File: src/rtl/seven_seg_scanner.sv
// Time-multiplexed 4-digit hex scanner for an active-low seven-segment display.
// Optional macro SEVEN_SEG_LEADING_ZERO_BLANK_EN blanks leading zero digits 3..1.
module seven_seg_scanner #(
  parameter int unsigned REFRESH_DIV = 100000
) (
  input  logic        clk,
  input  logic        reset,
  input  logic [15:0] value,
  input  logic        load,
  input  logic        enable,
  output logic [6:0]  seg,
  output logic [3:0]  an,
  output logic        frame_done
);

  localparam int unsigned CNT_W = (REFRESH_DIV > 2) ? $clog2(REFRESH_DIV) : 1;
  localparam logic [CNT_W-1:0] CNT_MAX = CNT_W'(REFRESH_DIV - 1);

  logic [CNT_W-1:0] refresh_cnt;
  logic [1:0]       digit_idx;
  logic [15:0]      pending;
  logic [15:0]      shown;

  logic       digit_tick_c;
  logic       frame_wrap_c;
  logic [3:0] nibble_c;
  logic [6:0] seg_dec_c;
  logic       blank_c;

  // Scan timing and nibble selection for the digit currently being driven
  always_comb begin
    digit_tick_c = (refresh_cnt == CNT_MAX);
    frame_wrap_c = digit_tick_c && (digit_idx == 2'd3);
    nibble_c     = 4'(shown >> {digit_idx, 2'b00});
  end

`ifdef SEVEN_SEG_LEADING_ZERO_BLANK_EN
  // A digit is blank when it and every more-significant nibble are zero
  always_comb begin
    blank_c = 1'b0;
    case (digit_idx)
      2'd3:    blank_c = (shown[15:12] == 4'h0);
      2'd2:    blank_c = (shown[15:8]  == 8'h00);
      2'd1:    blank_c = (shown[15:4]  == 12'h000);
      default: blank_c = 1'b0;
    endcase
  end
`else
  assign blank_c = 1'b0;
`endif

  // Hex to active-low gfedcba
  always_comb begin
    seg_dec_c = 7'b1111111;
    case (nibble_c)
      4'h0: seg_dec_c = 7'b1000000;
      4'h1: seg_dec_c = 7'b1111001;
      4'h2: seg_dec_c = 7'b0100100;
      4'h3: seg_dec_c = 7'b0110000;
      4'h4: seg_dec_c = 7'b0011001;
      4'h5: seg_dec_c = 7'b0010010;
      4'h6: seg_dec_c = 7'b0000010;
      4'h7: seg_dec_c = 7'b1111000;
      4'h8: seg_dec_c = 7'b0000000;
      4'h9: seg_dec_c = 7'b0010000;
      4'hA: seg_dec_c = 7'b0001000;
      4'hB: seg_dec_c = 7'b0000011;
      4'hC: seg_dec_c = 7'b1000110;
      4'hD: seg_dec_c = 7'b0100001;
      4'hE: seg_dec_c = 7'b0000110;
      4'hF: seg_dec_c = 7'b0001110;
      default: seg_dec_c = 7'b1111111;
    endcase
  end

  // Counters, double-buffered value, and registered display outputs
  always_ff @(posedge clk or negedge reset) begin
    if (!reset) begin
      refresh_cnt <= '0;
      digit_idx   <= 2'd0;
      pending     <= 16'h0000;
      shown       <= 16'h0000;
      an          <= 4'b1111;
      seg         <= 7'b1111111;
      frame_done  <= 1'b0;
    end else begin
      refresh_cnt <= digit_tick_c ? '0 : refresh_cnt + CNT_W'(1);
      if (digit_tick_c) begin
        digit_idx <= digit_idx + 2'd1;
      end
      frame_done <= frame_wrap_c;
      if (load) begin
        pending <= value;
      end
      // Shown only changes between frames so a digit set never tears
      if (frame_wrap_c) begin
        shown <= load ? value : pending;
      end
      if (enable && !blank_c) begin
        an  <= ~(4'b0001 << digit_idx);
        seg <= seg_dec_c;
      end else begin
        an  <= 4'b1111;
        seg <= 7'b1111111;
      end
    end
  end

endmodule

File: config.mk
export PLATFORM = sky130hd
export DESIGN_NAME = seven_seg_scanner
export DESIGN_NICKNAME = d
export VERILOG_FILES = /design/src/rtl/seven_seg_scanner.sv
export SDC_FILE = /design/constraint.sdc
export NUM_CORES = 1
export LEC_CHECK = 0
export BUFFER_PORTS_ARGS = -buffer_cell sky130_fd_sc_hd__buf_2
export CAP_MARGIN = 40
export CORE_MARGIN = 2
export CORE_UTILIZATION = 50
export CTS_CLUSTER_SIZE = 28
export DETAILED_ROUTE_END_ITERATION = 7
export GPL_TIMING_DRIVEN = 0
export PLACE_DENSITY = 0.71
export SLEW_MARGIN = 20
export SYNTH_ARGS = -nofsm -noshare
export SYNTH_HDL_FRONTEND = slang
export SYNTH_SLANG_ARGS = --single-unit
File: constraint.sdc
create_clock -name clk -period 4.1 [get_ports clk]
set_input_delay 1.025 -clock clk [delete_from_list [all_inputs] [get_ports clk]]
set_output_delay 1.025 -clock clk [all_outputs]
set_load 0.005 [all_outputs]
==> out/summary.md <==
The run finished with clean final reports. The path class of the tightest hold or removal check is in2async. Sequential cells burn 53.3% of the power.

The analysis attributes to net switching a power of 0.000260 W. The global routing stage identified its most utilized layer as met2. The tools report the net count after synthesis as 243. In the global route stage, met3 resource usage came out at 3.86%.

Summed over all layers, the global routing overflow is 0. The reg2reg setup slack came out at 1.86 ns. The combinational power share was 4.7%. At the pin with the least slew margin, the transition time is 0.626 ns. The area occupied by multi-input gates was 1160 um^2. The critical path starts at load. After filler insertion, the fill cell instance count of the layout stands at 458.

Counting every instance in the synthesized netlist gives 212. The count of hold buffers inserted by post-cts repair came out at 0. The worst setup path is captured at a register.

The total internal power is 0.000956 W. The type of the setup path with the least slack is in2reg. The maximum level of the CTS H-tree is 3, and the synthesis-to-finish area growth is 16.5%. Dividing total power by cell area gives a power density of 370 nW/um^2.

In the layout the commonest cells are sky130_fd_sc_hd__dfrtp_1 (52), sky130_fd_sc_hd__mux2_2 (33), sky130_fd_sc_hd__buf_2 (32), sky130_fd_sc_hd__nand2_1 (15), sky130_fd_sc_hd__clkbuf_8 (13). The number of clock buffers added by TritonCTS is 9. The total power was 0.00122 W; the full die area was 6260 um^2. For this design the static power due to leakage is 1.48 nW. The number of antenna diodes in the final layout is 0.

STA classifies the critical path startpoint as an input port. After detailed routing, the number of remaining DRC violations is 0. Cell at the slowest stage of the critical path: sky130_fd_sc_hd__clkbuf_1.

The fraction of the cycle the final worst path needs was 58.2%. The initial utilization of the core area, before any placement, comes to 51.6%. The unique cell type count in the Yosys netlist was 37; the final hold slack was 0.477 ns.

The detailed router finished its first iteration with 66 violations. Global routing consumed, on the met2 layer, 25.3% of the routing resources. After synthesis, the largest area contributor takes up 46.1% of total cell area.

Cells with a size suffix above 1 make up 39.8% of the layout. Peak supply drop: 0.000247 V. The final number of setup-violating endpoints is 0, and the routed wire length is 4.69 mm. For this design, the sink count on the clock tree is 63.

Sorting the synthesized cells by area gives the leading types as sky130_fd_sc_hd__dfrtp_1 (46%), sky130_fd_sc_hd__mux2_2 (13%), sky130_fd_sc_hd__dfstp_2 (10%). The tool flagged a number of max-cap violations equal to 0. The delay of the slowest cell on the worst path was 0.54 ns; the floorplan die height was 79.2 um. The area taken by flip-flops and latches was 1590 um^2; the met1 capacity usage during global routing was 24.2%.

The max-slew violation total from the final report came out at 0. The tree is rooted in a sky130_fd_sc_hd__clkbuf_8. The sequential share of the synthesized area is 56.3%.

At the end of routability-driven placement, the weighted congestion stood at 0.793. TritonCTS built the clock tree. The die is 79.2 um wide.

The number of cells on the worst reg-to-reg path is 6. Clock-pin slew was measured on the worst setup and hold paths at 0.07 ns. In this run the deepest clock path goes through 2 buffers. Number of antenna violations at the first check in global routing: 0.

The logs give 419 MHz for the highest clock frequency the design can meet and 58.3% for the tightest slew margin relative to the limit. The switching part of the total works out to 21.4%. The average wire per cell in the routed design was 14.2 um; the wire length of the first global-routing pass was 8.27 mm.

The core region is 5470 um^2. The startpoint of the worst register-to-register path is refresh_cnt[0]. The routed layout has 1731 vias. The number of storage elements in the synthesis netlist came out at 63. For this run, the detailed router's first-pass iteration total came to 4. The average footprint of a synthesized cell is 13.3 um^2. Leaving out fill and tap cells, the most frequent cell in the layout is sky130_fd_sc_hd__dfrtp_1. The via count of the first global-routing pass is 1731, and the data arrival time of the critical path is 2.60 ns.

sky130_fd_sc_hd__dfrtp_1 takes more of the synthesized area than any other cell. After layout, the minimum clock period comes to 2.39 ns. For the portion of total power attributed to the clock network, the log shows 42.0%.

Once the clock tree was built, the resizer swapped 0 gates to a different size. The total half-perimeter wirelength after legalization and detailed placement was 3.20 mm; the number of port buffers was 30. The number of nets with antenna violations after detailed routing is 0. Endpoint of the worst-slack reg-to-reg timing path: shown[12]. Adding up every negative setup slack in the final design gives 0 ns. Setup repair after global routing left no endpoint under its margin.

The number of buffer and inverter stages on the critical path came out at 2. Data on the critical path is required at its endpoint by 4.32 ns. The signal on the critical path passes through clkbuf_1 -> clkbuf_1 -> mux2_2 -> mux2_1. The tools report the clock latency reported for the late side of the worst-skew pair as 0.33 ns. Entering global routing, the biggest net connects 64 pins. The cell area after synthesis is 2820 um^2. After clock tree synthesis, the setup repair step added 0 buffers. During I/O placement, the number of pins put on the boundary was 32. The most numerous cell type found on the critical path is sky130_fd_sc_hd__clkbuf_1.

The count of endpoints failing hold in the final timing report was 0; the yosys synthesis warning count was 0. For the number of nets in the final layout, the log shows 285. After detailed routing, the number of vias per cell comes to 5.23. Along the worst path, the maximum fanout reaches 10.

The floorplan has 27 rows. The critical path's top delay family was buffers and inverters. For the final database, setup skew stands at 0.00851 ns. The tools report the total routing resource utilization after global routing as 17.4%.
==> per-layer routing <==
metal / share of wire, % / wire length (um)
met5: 0 / 0
met4: 2.3 / 108
met3: 3.6 / 168
met2: 43 / 2030
met1: 51 / 2380
==> kinds of logic after synthesis <==
family                   after synthesis  synth area share [%]
buffers and inverters                 16                  2.57
adder cells (fa/ha/maj)               11                  4.87
AND/OR/NAND/NOR                       55                  10.7
multiplexers                          42                  18.2
XOR/XNOR                              15                  4.65
flip-flops                            63                  56.3
AO/OA/AOI/OAI                         10                  2.66
==> through the flow <==
step	util (%)	setup WS [ns]	instances	cell area, um^2
after floorplan	-	1.69	212	2820
final	60.1	1.71	331	3290
after global routing	60.1	1.62	331	3290
after detailed placement	56.0	1.35	314	3070
after CTS	59.6	1.70	330	3260
after global placement	56.0	1.37	314	3060
==> worst max path at each step <==
stage,to,slack (ns),depth (start not counted)
2_1_floorplan,shown[13],1.69,4
3_3_place_gp,shown[14],1.37,4
3_5_place_dp,shown[13],1.35,4
4_1_cts,shown[13],1.70,4
5_1_grt,shown[13],1.62,4
6_report,shown[13],1.71,4
==> worst reg2reg max path: stages, from the launching register on <==
cell and delay, ns:
sky130_fd_sc_hd__dfrtp_1 0.38, sky130_fd_sc_hd__ha_1 0.21, sky130_fd_sc_hd__and4_2 0.32, sky130_fd_sc_hd__nand2_2 0.12, sky130_fd_sc_hd__nor4_4 0.52, sky130_fd_sc_hd__buf_6 0.24
sky130_fd_sc_hd__mux2_2 0.35
==> final cells by class <==
class,instances,area share [%]
repair buffers,31,5.48
flip-flops and latches,63,48.3
clock inverters,2,0.380
plain buffers,8,1.29
well taps,72,2.74
inverters,8,0.913
multi-input cells,133,35.3
clock buffers,14,5.55
==> registers in the layout, indices dropped and copies added (netlist names) <==
name         cells
an               4
digit_idx        2
frame_done       1
pending         16
refresh_cnt     17
seg              7
shown           16
==> cells in the mapped netlist <==
master,number
sky130_fd_sc_hd__dfrtp_1,52
sky130_fd_sc_hd__mux2_2,33
sky130_fd_sc_hd__nand2_1,15
sky130_fd_sc_hd__dfstp_2,11
sky130_fd_sc_hd__ha_1,11
sky130_fd_sc_hd__nor2_1,11
sky130_fd_sc_hd__xnor2_1,10
sky130_fd_sc_hd__inv_1,8
sky130_fd_sc_hd__nand3_1,7
sky130_fd_sc_hd__xor2_1,5
sky130_fd_sc_hd__and3_1,4
sky130_fd_sc_hd__mux4_2,4
sky130_fd_sc_hd__nor3_1,4
sky130_fd_sc_hd__buf_2,3
sky130_fd_sc_hd__clkbuf_1,3
sky130_fd_sc_hd__mux2i_1,3
sky130_fd_sc_hd__nand4_1,3
sky130_fd_sc_hd__o311ai_0,3
sky130_fd_sc_hd__mux2_1,2
sky130_fd_sc_hd__nand2b_1,2
sky130_fd_sc_hd__nand4b_1,2
sky130_fd_sc_hd__a21oi_1,1
sky130_fd_sc_hd__a31oi_1,1
sky130_fd_sc_hd__a41o_1,1
sky130_fd_sc_hd__and4_2,1
sky130_fd_sc_hd__buf_6,1
sky130_fd_sc_hd__clkbuf_2,1
sky130_fd_sc_hd__nand2_2,1
sky130_fd_sc_hd__nor2b_1,1
sky130_fd_sc_hd__nor3b_1,1
sky130_fd_sc_hd__nor4_4,1
sky130_fd_sc_hd__nor4b_2,1
sky130_fd_sc_hd__nor4bb_1,1
sky130_fd_sc_hd__o211ai_1,1
sky130_fd_sc_hd__o21ai_1,1
sky130_fd_sc_hd__o221ai_1,1
sky130_fd_sc_hd__o22ai_1,1
==> power groups by stage <==
stage	registers, W	logic (W)	clock network, W
floorplan	0.000659	0.0000248	0
global placement	0.000658	0.0000543	0
detailed placement	0.000659	0.0000550	0
CTS	0.000648	0.0000553	0.000524
global route	0.000649	0.0000649	0.000551
finish	0.000648	0.0000571	0.000511
Note: power is estimated with default switching activity, not from simulation.
